**src/rtl/muldiv_sequencer_if.sv**
```systemverilog
`default_nettype none
// ============================================================================
//  Module      : muldiv_sequencer_if
//  Description : Execute-stage handshake between the pipeline and the RV32M
//                multi-cycle sequencer.
//                master : pipeline side, drives start/func3/operands/flush
//                slave  : sequencer side, drives stall/busy/done/result
//  Signals     : start, func3[2:0], rs1_data, rs2_data, flush      (to seq)
//                stall, busy, done, result                         (from seq)
//  Revision    : 1.0  initial release
// ============================================================================
interface muldiv_sequencer_if #(
  parameter int XLEN = 32
);
  logic            start;
  logic [2:0]      func3;
  logic [XLEN-1:0] rs1_data;
  logic [XLEN-1:0] rs2_data;
  logic            flush;
  logic            stall;
  logic            busy;
  logic            done;
  logic [XLEN-1:0] result;

  modport master (
    output start, func3, rs1_data, rs2_data, flush,
    input  stall, busy, done, result
  );

  modport slave (
    input  start, func3, rs1_data, rs2_data, flush,
    output stall, busy, done, result
  );
endinterface
`default_nettype wire

```
**src/rtl/muldiv_sequencer.sv**
```systemverilog
`default_nettype none
// ============================================================================
//  Module      : muldiv_sequencer
//  Description : Iterative RV32M unit (MUL/MULH/MULHSU/MULHU/DIV/DIVU/REM/REMU)
//                sharing one 2*XLEN accumulator between a shift-add multiplier
//                and a restoring divider. Stalls the pipeline until done.
//  Ports       : clk    - clock
//                reset  - synchronous, active-high reset
//                mdu    - muldiv_sequencer_if.slave (start/func3/rs1_data/
//                         rs2_data/flush in; stall/busy/done/result out)
//  Revision    : 1.0  initial release
// ============================================================================
module muldiv_sequencer #(
  parameter int XLEN = 32
) (
  input  logic                clk,
  input  logic                reset,
  muldiv_sequencer_if.slave   mdu
);

  localparam int CNT_W = $clog2(XLEN);

  localparam logic [1:0] S_IDLE = 2'd0;
  localparam logic [1:0] S_CALC = 2'd1;
  localparam logic [1:0] S_SIGN = 2'd2;
  localparam logic [1:0] S_DONE = 2'd3;

  localparam logic [XLEN-1:0] C_MIN  = {1'b1, {(XLEN-1){1'b0}}};
  localparam logic [XLEN-1:0] C_ONES = {XLEN{1'b1}};

  logic [1:0]        state_q, state_d;
  logic [CNT_W-1:0]  cnt_q, cnt_d;
  logic [2:0]        func3_q, func3_d;
  logic [XLEN-1:0]   opb_q, opb_d;      // multiplicand |A| or divisor |B|
  logic [2*XLEN-1:0] acc_q, acc_d;      // {hi, lo}: product, or {rem, quot}
  logic              neg_q, neg_d;      // negate the selected output word
  logic [XLEN-1:0]   result_q, result_d;

  // --------------------------------------------------------------------------
  // Accept-time decode
  // --------------------------------------------------------------------------
  logic            w_is_div;
  logic            w_signed_a, w_signed_b;
  logic            w_sa, w_sb;
  logic [XLEN-1:0] w_mag_a, w_mag_b;
  logic            w_div_zero, w_div_ovf;
  logic [XLEN-1:0] w_special;

  always_comb begin
    w_is_div   = mdu.func3[2];
    // MULH, MULHSU, DIV, REM read A as signed; MULH, DIV, REM read B as signed
    w_signed_a = (mdu.func3 == 3'd1) || (mdu.func3 == 3'd2) ||
                 (mdu.func3 == 3'd4) || (mdu.func3 == 3'd6);
    w_signed_b = (mdu.func3 == 3'd1) || (mdu.func3 == 3'd4) ||
                 (mdu.func3 == 3'd6);
    w_sa       = w_signed_a & mdu.rs1_data[XLEN-1];
    w_sb       = w_signed_b & mdu.rs2_data[XLEN-1];
    // Negating the most negative value wraps to itself, which read unsigned
    // is exactly its magnitude.
    w_mag_a    = w_sa ? (~mdu.rs1_data + 1'b1) : mdu.rs1_data;
    w_mag_b    = w_sb ? (~mdu.rs2_data + 1'b1) : mdu.rs2_data;
    w_div_zero = w_is_div && (mdu.rs2_data == '0);
    w_div_ovf  = ((mdu.func3 == 3'd4) || (mdu.func3 == 3'd6)) &&
                 (mdu.rs1_data == C_MIN) && (mdu.rs2_data == C_ONES);
    // func3[1] distinguishes REM* from DIV* among the divide ops
    if (w_div_zero) begin
      w_special = mdu.func3[1] ? mdu.rs1_data : C_ONES;
    end else begin
      w_special = mdu.func3[1] ? '0 : C_MIN;
    end
  end

  // --------------------------------------------------------------------------
  // Datapath step
  // --------------------------------------------------------------------------
  logic [XLEN:0]     w_mul_sum;
  logic [2*XLEN-1:0] w_mul_next;
  logic [XLEN:0]     w_rem_sh;          // shifted remainder needs one extra bit
  logic              w_ge;
  logic [XLEN-1:0]   w_rem_sub;
  logic [2*XLEN-1:0] w_div_next;

  always_comb begin
    if (acc_q[0]) begin
      w_mul_sum = {1'b0, acc_q[2*XLEN-1:XLEN]} + {1'b0, opb_q};
    end else begin
      w_mul_sum = {1'b0, acc_q[2*XLEN-1:XLEN]};
    end
    // Carry from the add drops into the top bit on the right shift
    w_mul_next = {w_mul_sum, acc_q[XLEN-1:1]};

    w_rem_sh   = acc_q[2*XLEN-1:XLEN-1];
    w_ge       = (w_rem_sh >= {1'b0, opb_q});
    // When w_ge holds the difference is below |B|, so the low word suffices
    w_rem_sub  = w_rem_sh[XLEN-1:0] - opb_q;
    w_div_next = {(w_ge ? w_rem_sub : w_rem_sh[XLEN-1:0]),
                  acc_q[XLEN-2:0], w_ge};
  end

  // --------------------------------------------------------------------------
  // Sign fix and output word selection
  // --------------------------------------------------------------------------
  logic [2*XLEN-1:0] w_prod;
  logic [XLEN-1:0]   w_quot, w_rem;
  logic [XLEN-1:0]   w_final;

  always_comb begin
    w_prod = neg_q ? (~acc_q + 1'b1) : acc_q;
    w_quot = neg_q ? (~acc_q[XLEN-1:0] + 1'b1) : acc_q[XLEN-1:0];
    w_rem  = neg_q ? (~acc_q[2*XLEN-1:XLEN] + 1'b1) : acc_q[2*XLEN-1:XLEN];
    case (func3_q)
      3'd0:          w_final = w_prod[XLEN-1:0];
      3'd1, 3'd2,
      3'd3:          w_final = w_prod[2*XLEN-1:XLEN];
      3'd4, 3'd5:    w_final = w_quot;
      default:       w_final = w_rem;
    endcase
  end

  // --------------------------------------------------------------------------
  // Control
  // --------------------------------------------------------------------------
  always_comb begin
    state_d  = state_q;
    cnt_d    = cnt_q;
    func3_d  = func3_q;
    opb_d    = opb_q;
    acc_d    = acc_q;
    neg_d    = neg_q;
    result_d = result_q;

    case (state_q)
      S_IDLE: begin
        if (mdu.start && !mdu.flush) begin
          func3_d = mdu.func3;
          cnt_d   = '0;
          // Remainder follows the dividend only; everything else uses sA^sB
          neg_d   = (mdu.func3 == 3'd6) ? w_sa : (w_sa ^ w_sb);
          if (w_is_div) begin
            opb_d = w_mag_b;
            acc_d = {{XLEN{1'b0}}, w_mag_a};
          end else begin
            opb_d = w_mag_a;
            acc_d = {{XLEN{1'b0}}, w_mag_b};
          end
          if (w_div_zero || w_div_ovf) begin
            result_d = w_special;
            state_d  = S_DONE;
          end else begin
            state_d  = S_CALC;
          end
        end
      end
      S_CALC: begin
        if (mdu.flush) begin
          state_d = S_IDLE;
        end else begin
          acc_d = func3_q[2] ? w_div_next : w_mul_next;
          cnt_d = cnt_q + CNT_W'(1);
          if (cnt_q == CNT_W'(XLEN-1)) begin
            state_d = S_SIGN;
          end
        end
      end
      S_SIGN: begin
        if (mdu.flush) begin
          state_d = S_IDLE;
        end else begin
          result_d = w_final;
          state_d  = S_DONE;
        end
      end
      default: begin
        // The instruction retires here; a still-high start is the same one
        state_d = S_IDLE;
      end
    endcase
  end

  always_ff @(posedge clk) begin
    if (reset) begin
      state_q  <= S_IDLE;
      cnt_q    <= '0;
      func3_q  <= '0;
      opb_q    <= '0;
      acc_q    <= '0;
      neg_q    <= 1'b0;
      result_q <= '0;
    end else begin
      state_q  <= state_d;
      cnt_q    <= cnt_d;
      func3_q  <= func3_d;
      opb_q    <= opb_d;
      acc_q    <= acc_d;
      neg_q    <= neg_d;
      result_q <= result_d;
    end
  end

  // A flush releases the pipeline immediately, even mid-calculation
  assign mdu.stall  = !mdu.flush &&
                      (((state_q == S_IDLE) && mdu.start) ||
                       (state_q == S_CALC) || (state_q == S_SIGN));
  assign mdu.busy   = (state_q != S_IDLE);
  assign mdu.done   = (state_q == S_DONE);
  assign mdu.result = result_q;

endmodule
`default_nettype wire

```
**src/flat_wrapper.sv**
```systemverilog
// flat-port wrapper written by rule: the top's interface ports become plain ports
module muldiv_sequencer_flat 
#(
  parameter int XLEN = 32
)
  (clk, reset, mdu_start, mdu_func3, mdu_rs1_data, mdu_rs2_data, mdu_flush, mdu_stall, mdu_busy, mdu_done, mdu_result);
  muldiv_sequencer_if #(.XLEN(XLEN)) mdu_i ();
  input  logic clk;
  input  logic reset;
  input wire logic [$bits(mdu_i.start)-1:0] mdu_start;
  input wire logic [$bits(mdu_i.func3)-1:0] mdu_func3;
  input wire logic [$bits(mdu_i.rs1_data)-1:0] mdu_rs1_data;
  input wire logic [$bits(mdu_i.rs2_data)-1:0] mdu_rs2_data;
  input wire logic [$bits(mdu_i.flush)-1:0] mdu_flush;
  output wire logic [$bits(mdu_i.stall)-1:0] mdu_stall;
  output wire logic [$bits(mdu_i.busy)-1:0] mdu_busy;
  output wire logic [$bits(mdu_i.done)-1:0] mdu_done;
  output wire logic [$bits(mdu_i.result)-1:0] mdu_result;
  assign mdu_i.start = mdu_start;
  assign mdu_i.func3 = mdu_func3;
  assign mdu_i.rs1_data = mdu_rs1_data;
  assign mdu_i.rs2_data = mdu_rs2_data;
  assign mdu_i.flush = mdu_flush;
  assign mdu_stall = mdu_i.stall;
  assign mdu_busy = mdu_i.busy;
  assign mdu_done = mdu_i.done;
  assign mdu_result = mdu_i.result;
  muldiv_sequencer #(.XLEN(XLEN)) u_core (.clk(clk), .reset(reset), .mdu(mdu_i));
endmodule
```
**config.mk**
```make
export PLATFORM = sky130hd
export DESIGN_NAME = muldiv_sequencer_flat
export DESIGN_NICKNAME = d
export VERILOG_FILES = /design/src/rtl/muldiv_sequencer_if.sv /design/src/rtl/muldiv_sequencer.sv /design/src/flat_wrapper.sv
export SDC_FILE = /design/constraint.sdc
export NUM_CORES = 1
export LEC_CHECK = 0
export CAP_MARGIN = 0
export CORE_AREA = 4 4 170 172
export CTS_CLUSTER_SIZE = 40
export DETAILED_ROUTE_END_ITERATION = 8
export DIE_AREA = 0 0 174 176
export PLACE_DENSITY = 0.75
export SLEW_MARGIN = 20
export SYNTH_ARGS = -nofsm -noshare
export SYNTH_HDL_FRONTEND = slang
export SYNTH_SLANG_ARGS = --single-unit
```
**constraint.sdc**
```tcl
create_clock -name clk -period 3.69 [get_ports clk]
set_input_delay 0.738 -clock clk [delete_from_list [all_inputs] [get_ports clk]]
set_output_delay 0.738 -clock clk [all_outputs]
set_load 0.005 [all_outputs]
```
; Word level (Yosys, flattened, before mapping)
; Cells that the tools add are included.
; W data, S select, Z words.
[classes]
n_addsub = 8
n_lt_le_gt_ge = 1
n_eq_ne = 20
mux = 31
n_bitwise = 8
reduce_logical = 28
[op_table]
columns = cell, count
row1 = $mux W32, 13
row2 = $mux W64, 4
row3 = $add A32 B1 Y32 const B, 4
row4 = $not A32 Y32, 4
row5 = $pmux W64 S2, 1
row6 = $pmux W32 S3, 1
row7 = $add A64 B1 Y64 const B, 1
row8 = $eq A32 B32 Y1 const B, 2
row9 = $not A64 Y64, 1
row10 = $pmux W32 S2, 1
row11 = $add A32 B32 Y33, 1
row12 = $ge A33 B32 Y1, 1
row13 = $mux W33, 1
row14 = $logic_not A32 Y1, 1
row15 = $sub A32 B32 Y32, 1
row16 = $eq A3 B3 Y1 const B, 4
row17 = $mux W2, 5
row18 = $mux W5, 2
row19 = $pmux W5 S2, 1
row20 = $eq A3 B2 Y1 const B, 3
row21 = $logic_or A1 B1 Y1, 9
row22 = $eq A3 B1 Y1 const B, 2
row23 = $logic_and A1 B1 Y1, 6
row24 = $pmux W2 S3, 1
row25 = 19 further kinds, 26
[word_totals]
register_bits = 139
in_bits = 71
word_cells = 103

; Logic depth before layout (Yosys ltp)
[depth]
depth_word = 9
ltp_mapped = 14
ltp_nobuf = 13

; Worst setup path before layout
; No wires, ideal clock.
[synth_timing]
path_type = input-to-reg
start = in mdu_rs2_data[6]
end = reg u_core.result_q[23], in the netlist u_core.mdu.result[23]
setup_ns = 0.132
arrival_ns = 3.094
t_required_ns = 3.558
setup_slack_ns = 0.464
path_stages = 10
path_buffers = 2
path_cell_list = or4_1 -> or3_4 -> nor4_4 -> nand4_1 -> o211a_1 -> or3_1 -> buf_2 -> buf_6 -> a311oi_2 -> nor3_1
[synth_between]
elab_chain_cells = 6
word_cells_on_any_way = 11
cone_classes = eq/ne: 2 / mux: 4 / reduce/logical: 5
[synth_rtl]
columns = item, line
row1 = from (decl), flat_wrapper.sv:13  ; input wire logic [$bits(mdu_i.rs2_data)-1:0] mdu_rs2_data;
row2 = $logic_not A32 Y1, muldiv_sequencer.sv:62  ; w_div_zero = w_is_div && (mdu.rs2_data == '0);
row3 = $logic_and A1 B1 Y1, muldiv_sequencer.sv:62
row4 = $mux W32, muldiv_sequencer.sv:66  ; if (w_div_zero) begin
row5 = $mux W32, muldiv_sequencer.sv:146  ; if (w_div_zero || w_div_ovf) begin
row6 = $mux W32, muldiv_sequencer.sv:134  ; if (mdu.start && !mdu.flush) begin
row7 = $pmux W32 S2, muldiv_sequencer.sv:132  ; case (state_q)
row8 = to (signal assigned), muldiv_sequencer.sv:196  ; result_q <= result_d;
row9 = to (decl), muldiv_sequencer.sv:37  ; logic [XLEN-1:0] result_q, result_d;
; Several ways; a longest one is shown, not always the timed one. The select of a mux whose other input is x is not followed.
; A chain may end at the register's enable or synchronous reset.

; Worst setup path in the final report
[layout_timing]
start = reg u_core.acc_q[33]
end = reg u_core.acc_q[59]
[layout_between]
elab_chain_cells = 5
word_cells_on_any_way = 8
cone_classes = add/sub: 2 / order compare: 1 / mux: 5
[layout_rtl]
columns = item, line
row1 = from (decl), muldiv_sequencer.sv:35  ; logic [2*XLEN-1:0] acc_q, acc_d;
row2 = from (signal assigned), muldiv_sequencer.sv:186  ; acc_q <= '0;
row3 = from (signal assigned), muldiv_sequencer.sv:194  ; acc_q <= acc_d;
row4 = $add A32 B32 Y33 (tied with other cells), muldiv_sequencer.sv:85  ; w_mul_sum = {1'b0, acc_q[2*XLEN-1:XLEN]} + {1'b0, opb_q};
row5 = $mux W33 or $mux W32 (tied branches), "muldiv_sequencer.sv:84, muldiv_sequencer.sv:96"
row6 = $mux W64 (*), muldiv_sequencer.sv:158  ; acc_d = func3_q[2] ? w_div_next : w_mul_next;
row7 = $mux W64 (*), muldiv_sequencer.sv:155  ; if (mdu.flush) begin
row8 = $pmux W64 S2 (*), muldiv_sequencer.sv:132
; Mark *: on every way between the ends. The rest lies on a longest branch, timed or not. The select of a mux whose other input is x is not followed.

==> impl_results.md <==
- Post-synth cell types: 77
- Fin. max-slew vios: 0
- CTS Buf Count: 17
- Final Setup Violations: 0
- Layout cell share with drive strength beyond 1: 10.94%
- Seq/Total Area, Yosys: between 10% and 20%
- CTS tree: yes
- Total gr overflow: 0
- Routed Antenna Nets: 0
- Placement Cell Area: 16930 sq um
- DIE WIDTH: 174 um
- Skew final: around 20 ps
- Critical Path Start Type: register
- Hold_ws: 459.7 ps
- Wire length per cell: between 20 and 25 um
- RSZ-0062 raised after global routing: false
- Vias in the first global route: around 16000
- Root buffer cell: clkbuf_16
- Count of max-cap constraint violations: 0
- Post-CTS setup buffer count: 0
- Worst VDD drop: 0.2910 mV
- Period utilisation layout: a little over nine tenths
- Hold crit path type: register to register
- Initial core utilization: between 50% and 60%
- Final Hold Viols: 0
- H-tree depth: 4
- Syn Nets: 2288
- Overall routing resource usage: 38.79%
- CTS Buffer Depth: 2
- Fmax achieved: 288.7 MHz
- Clock sinks: between 100 and 150
- Slew HR: between 30% and 40%
- Final-stage net count: ~2400
- Area of the multi-input gates: ~11000 sq um
- Post-synth EDFFs: 0
- Prevailing post-synth register cell: dfxtp_1
- Via density: approximately 6.8
- Mapped Area: about 15000 sq um
- CTS hold repair buffers: 0
- Post-route cell area: ~18000 sq um
- DRT iter0 DRCs: 2669
- Worst-path maximum fanout: 6
- Post-Synthesis Cells: around 2100
- Number of fill cells: 2519
- Tot Pwr: 5.333 mW
- HPWL after DPL: 48.03 mm
- Warnings, synthesis: 0
- Tmin final: ~3500 ps
- Syn Area/Cell: approximately 7 sq um
- Worst-Margin Slew: between 900 and 1000 ps
- Vias: ~18000
- PortBufs: 105
- Fraction of registers with async set/reset: 0%
- Power per cell area: 304.3 nW/um^2
- # IOs: approximately 110
- Status: finished, final reports clean
- Initial antenna violation count: 0
- CP Class: register to register
- Final antenna diode count: 0
- First-pass GRT wire length: between 90 and 100 mm
- Leak: about 6.8 nW
- Drt drc: 0
- Flops & latches, synth: between 100 and 150
- Area delta synth->final: 17.66%
- Post-CTS Resized: 0
- GPL Wtd Cong: between 1 and 1.5
- Clock Latency Late Sink: roughly 450 ps
- Clock transition at the registers of the reported paths: 70 ps
- Rows: 61
- WP data required: approximately 4000 ps
- FF+latch area: 2789 sq um
- CORE AREA: between 20000 and 30000 sq um
- CP endpoint kind: register
- Die area: just over 30000 sq um
- Total Wirelength: approximately 62 mm
- Die height: approximately 180 um
- Largest net degree at the start of global routing: 69
- Critical path arrival: between 3000 and 4000 ps
- Initial DRT Pass Iterations: 6
==> cell families (layout without fill, tap and decap cells) <==
logic type / after synthesis / in the layout / synth area share, %
AND/OR/NAND/NOR: 724 / 724 / 23.14
AO/OA/AOI/OAI: 713 / 713 / 30.40
buffers and inverters: 251 / 365 / 6.476
XOR/XNOR: 170 / 170 / 9.996
flip-flops: 139 / 139 / 18.68
multiplexers: 74 / 74 / 5.074
adder cells (fa/ha/maj): 73 / 73 / 6.233
==> cell usage in the layout, fill, tap and decap left out, drive strengths merged, types with 12 or more instances in the layout <==
cell type | netlist | layout
o22ai | 18 | 18
nor2b | 15 | 15
xnor2 | 88 | 88
o21ai | 172 | 172
o41ai | 17 | 17
mux2 | 12 | 12
a311oi | 17 | 17
or3 | 20 | 20
dfxtp | 139 | 139
nor2 | 198 | 198
nand2 | 243 | 243
buf | 29 | 158
nor4 | 26 | 26
nand3 | 42 | 42
a21oi | 205 | 205
nor3 | 64 | 64
xor2 | 82 | 82
a31oi | 29 | 29
clkbuf | 150 | 18
mux2i | 62 | 62
inv | 72 | 78
o211ai | 44 | 44
or4 | 23 | 23
o31ai | 32 | 32
nand4 | 26 | 26
a22o | 15 | 15
ha | 71 | 71
or2 | 18 | 18
a21o | 33 | 33
a211oi | 51 | 51
clkdlybuf4s50 | 0 | 103
==> metrics by stage <==
step	setup slack (ps)	utilization (%)	TNS, ps	cells
floorplan	464.3	-	0	2144
global placement	-92.56	61.60	-374.9	2572
detailed placement	-134.7	61.60	-684.5	2572
CTS	265.4	63.76	0	2604
global route	45.65	63.79	0	2604
finish	226.2	63.79	0	2604
==> final timing paths <==
check	depth (start not counted)	end	slack [ps]	from
setup reg to reg	12	u_core.acc_q[59]$_SDFFE_PP0P_	230	u_core.acc_q[33]$_SDFFE_PP0P_
setup / recovery	12	u_core.acc_q[59]$_SDFFE_PP0P_	230	u_core.acc_q[33]$_SDFFE_PP0P_
hold / removal	2	u_core.cnt_q[4]$_SDFFE_PP0P_	460	u_core.cnt_q[4]$_SDFFE_PP0P_
hold reg to reg	2	u_core.cnt_q[4]$_SDFFE_PP0P_	460	u_core.cnt_q[4]$_SDFFE_PP0P_
==> area by class of cell <==
class / count / share of cell area, %
multi-input cells: 1754 / 63.84
flip-flops and latches: 139 / 15.91
repair buffers: 261 / 12.85
clock buffers: 18 / 2.506
well taps: 346 / 2.470
inverters: 72 / 1.542
clock inverters: 14 / 0.8781
==> power breakdown <==
part	switching (mW)	total (mW)	leakage [nW]	internal [mW]
sequential	0.0984	1.66	1.13	1.56
clock	0.821	1.80	0.286	0.976
combinational	1.17	1.88	5.39	0.714
total	2.08	5.33	6.81	3.25
==> Yosys cell counts (15+ instances only) <==
library cell / instances / area share [%]
o41ai_1: 17 / 1.0
o211ai_1: 44 / 2.2
a21oi_1: 205 / 6.9
o22ai_1: 18 / 0.76
nor2_1: 197 / 5.0
or2_2: 18 / 0.76
mux2i_1: 62 / 4.2
a22o_1: 15 / 0.88
ha_1: 71 / 6.0
or4_1: 19 / 0.96
inv_1: 72 / 1.8
nand2_1: 243 / 6.1
clkbuf_1: 150 / 3.8
a31oi_1: 28 / 1.2
dfxtp_1: 139 / 19
nand3_1: 42 / 1.4
o31ai_1: 31 / 1.6
a211oi_1: 51 / 2.6
nor2b_1: 15 / 0.63
a311oi_1: 16 / 0.94
nor4_1: 23 / 0.97
a21o_1: 33 / 1.7
or3_1: 18 / 0.76
nor3_1: 63 / 2.1
xnor2_1: 88 / 5.2
xor2_1: 82 / 4.8
buf_1: 16 / 0.40
nand4_1: 26 / 1.1
o21ai_0: 167 / 5.6
==> critical path: stages (launching register included) <==
cell      delay, ps
dfxtp_1         500
inv_1           200
fa_1            490
nor2b_1         190
o31ai_1         120
a211oi_1        270
buf_4           190
o31a_1          270
o31ai_1         140
o21ai_0         220
xor2_1          300
a21oi_1         130
nor4_1          330
==> state kept, by name, indices dropped and copies added (netlist names) <==
name / flops
u_core.state_q: 2
u_core.mdu.result: 32
u_core.func3_q: 3
u_core.neg_q: 1
u_core.cnt_q: 5
u_core.opb_q: 32
u_core.acc_q: 64
==> routing by layer <==
layer	wire (um)	part of all wire (%)	global-route usage [%]	vias up
met5	0	0	0	-
met4	3427	5.5	18.44	0
met3	8078	13	10.30	207
met2	25610	41	56.67	1203
met1	25030	40	53.25	8205
li1	-	-	-	8045
No activity file was read; power rests on OpenSTA's default activity.
==> RTL edit (same settings) <==
`XLEN` is set to 32 in 3 places; all go to 16.
--- a/src/rtl/muldiv_sequencer_if.sv
+++ b/src/rtl/muldiv_sequencer_if.sv
@@ -12,3 +12,3 @@
 interface muldiv_sequencer_if #(
-  parameter int XLEN = 32
+  parameter int XLEN = 16
 );
--- a/src/rtl/muldiv_sequencer.sv
+++ b/src/rtl/muldiv_sequencer.sv
@@ -13,3 +13,3 @@
 module muldiv_sequencer #(
-  parameter int XLEN = 32
+  parameter int XLEN = 16
 ) (
--- a/src/flat_wrapper.sv
+++ b/src/flat_wrapper.sv
@@ -3,3 +3,3 @@
 #(
-  parameter int XLEN = 32
+  parameter int XLEN = 16
 )
Interface: changed (resized mdu_result, mdu_rs1_data and mdu_rs2_data); port bits go from 106 to 58. No check against the original RTL was run, so the function may have changed too.
==> RTL edit against the original RTL <==
Design area fell by 51%; hold slack improved by 7.9 ps; power fell by 48%; first-iteration DRC count fell by 65%; sequential cell count fell by 65; wire length fell by 60%; synthesized area fell by 51%; setup slack improved by 46 ps; critical endpoint is now u_core.acc_q[30]$_SDFFE_PP0P_.
==> RTL edit: results (changes against the original RTL) <==
metric	value	unit	change
status	finished, final reports clean		
FF+latch area	1480	um2	-47%
worst r2r dst	u_core.acc_q[30]$_SDFFE_PP0P_		
Synth Area in Compound Gates	28.9	%	-1.5 points
# placed instances	1384		-46%
Num CTS Buffers	9		-8
max reg flops	32		-50%
vias in the first global route	7247		-55%
Avg WL per Cell	17.9	um	-25%
CP startpoint	u_core.opb_q[6]$_SDFFE_PP0P_		
worst reg2reg setup slack	270	ps	+50 ps
dpl hpwl	18900	um	-61%
synth top area cells	dfxtp_1, ha_1, a21oi_1		
combinational power share	32.0	%	-3.2 points
IO Port Bufs	57		-46%
Synth Area in Adders	7.09	%	+0.85 points
skew final	9.77	ps	-10.8 ps
worst stage delay on the critical path	660	ps	+160 ps
Synth Area in XOR/XNOR	9.39	%	-0.60 points
crit path max fanout	12		+6
GRT Total Usage	15.5	%	-23 points
Filler Cell Count	2903		+15%
share of cells above drive strength 1	7.40	%	-3.5 points
RD Place Congestion	0.946		-9.7%
fin util	31.4	%	-32 points
Min Hold Slack	468	ps	+7.88 ps
Place WS	-130	ps	+4.59 ps
average cell area after synthesis	7.18	um2	+3.3%
first-pass GRT wire length	39000	um	-58%
clock buffers	12		-6
Worst Hold Launch	u_core.mdu.result[0]$_SDFFE_PP0P_		
multiplexer share of the synthesized area	6.45	%	+1.4 points
slowest cell on the critical path	a2bb2oi_2		
Post-Route WL	25000	um	-60%
Initial DRC Count	934		-65%
Unique masters post-synth	67		-13%
Rel. slew slack	31.6	%	-4.1 points
top cell type's share of synthesized area	20.4	%	+1.7 points
placed cell area	8300	um2	-51%
Non-Clock Buffer Count	98		-62%
Post-Syn Instances	1013		-53%
Net Sw Power	936	uW	-55%
Layout non-clock buf frac	10.3	%	-2.6 points
end of the worst hold path	u_core.mdu.result[0]$_SDFFE_PP0P_		
worst setup margin	272	ps	+46.0 ps
H-Tree Depth	3		-1
#MultiIn Comb	827		-53%
DR vias	7867		-55%
largest net degree at the start of global routing	61		-12%
multi-input gate share of total cell area	62.1	%	-1.8 points
Layout Nets	1128		-53%
Post-synth top cells	nor2_1, a21oi_1, nand2_1, dfxtp_1, o21ai_0		
Clk Latency, worst-skew pair	350	ps	-100 ps
P_leak	3.22	nW	-53%
Worst Path Arrival	3620	ps	-170 ps
maximum VDD drop	0.201	mV	-31%
worst reg2reg path depth	9		-3
-- RTL edit: changes by cell type in the layout (fill, tap and decap cells not counted), moves of 33 or more --
| cell | change |
|---|---|
| nand2_1 | -153 |
| buf_4 | -114 |
| a21oi_1 | -113 |
| o21ai_0 | -95 |
| nor2_1 | -88 |
| dfxtp_1 | -63 |
| xnor2_1 | -53 |
| clkdlybuf4s50_1 | -47 |
| xor2_1 | -39 |
| inv_1 | -34 |
| ha_1 | -33 |
-- RTL edit: worst max-delay path by stage --
stage	to
6_report	u_core.acc_q[30]$_SDFFE_PP0P_
3_3_place_gp	u_core.mdu.result[3]$_SDFFE_PP0P_
3_5_place_dp	u_core.mdu.result[6]$_SDFFE_PP0P_
5_1_grt	u_core.acc_q[30]$_SDFFE_PP0P_
4_1_cts	u_core.mdu.result[8]$_SDFFE_PP0P_
2_1_floorplan	u_core.mdu.result[0]$_SDFFE_PP0P_
-- RTL edit: layer usage --
metal | vias to the layer above | GRT usage [%] | wire [um]
met5 | - | 0 | 0
li1 | 3754 | - | -
met1 | 3684 | 20.6 | 10600
met4 | 0 | 6.70 | 1000
met3 | 63 | 1.86 | 1890
met2 | 366 | 25.5 | 11600
-- RTL edit: timing repair --
item | in CTS | in global routing
resized for setup | 0 | 1
hold buffers | 0 | 0
buffers inserted | 0 | 0
endpoints found under the hold margin | 0 | 0
endpoints found under the setup margin | 0 | 3
-- RTL edit: power groups by stage --
stage	Combinational (mW)	Sequential, mW	Clock [mW]
final	0.889	0.887	1.00
after global routing	0.962	0.891	1.03
after CTS	0.873	0.884	0.999
after detailed placement	0.866	0.901	0
after global placement	0.853	0.900	0
after floorplan	0.615	0.874	0
-- RTL edit: tightest hold or removal path, stage by stage, from the launching register on --
cell and delay, ps:
dfxtp_1 320, nand2_1 50, a21oi_1 50
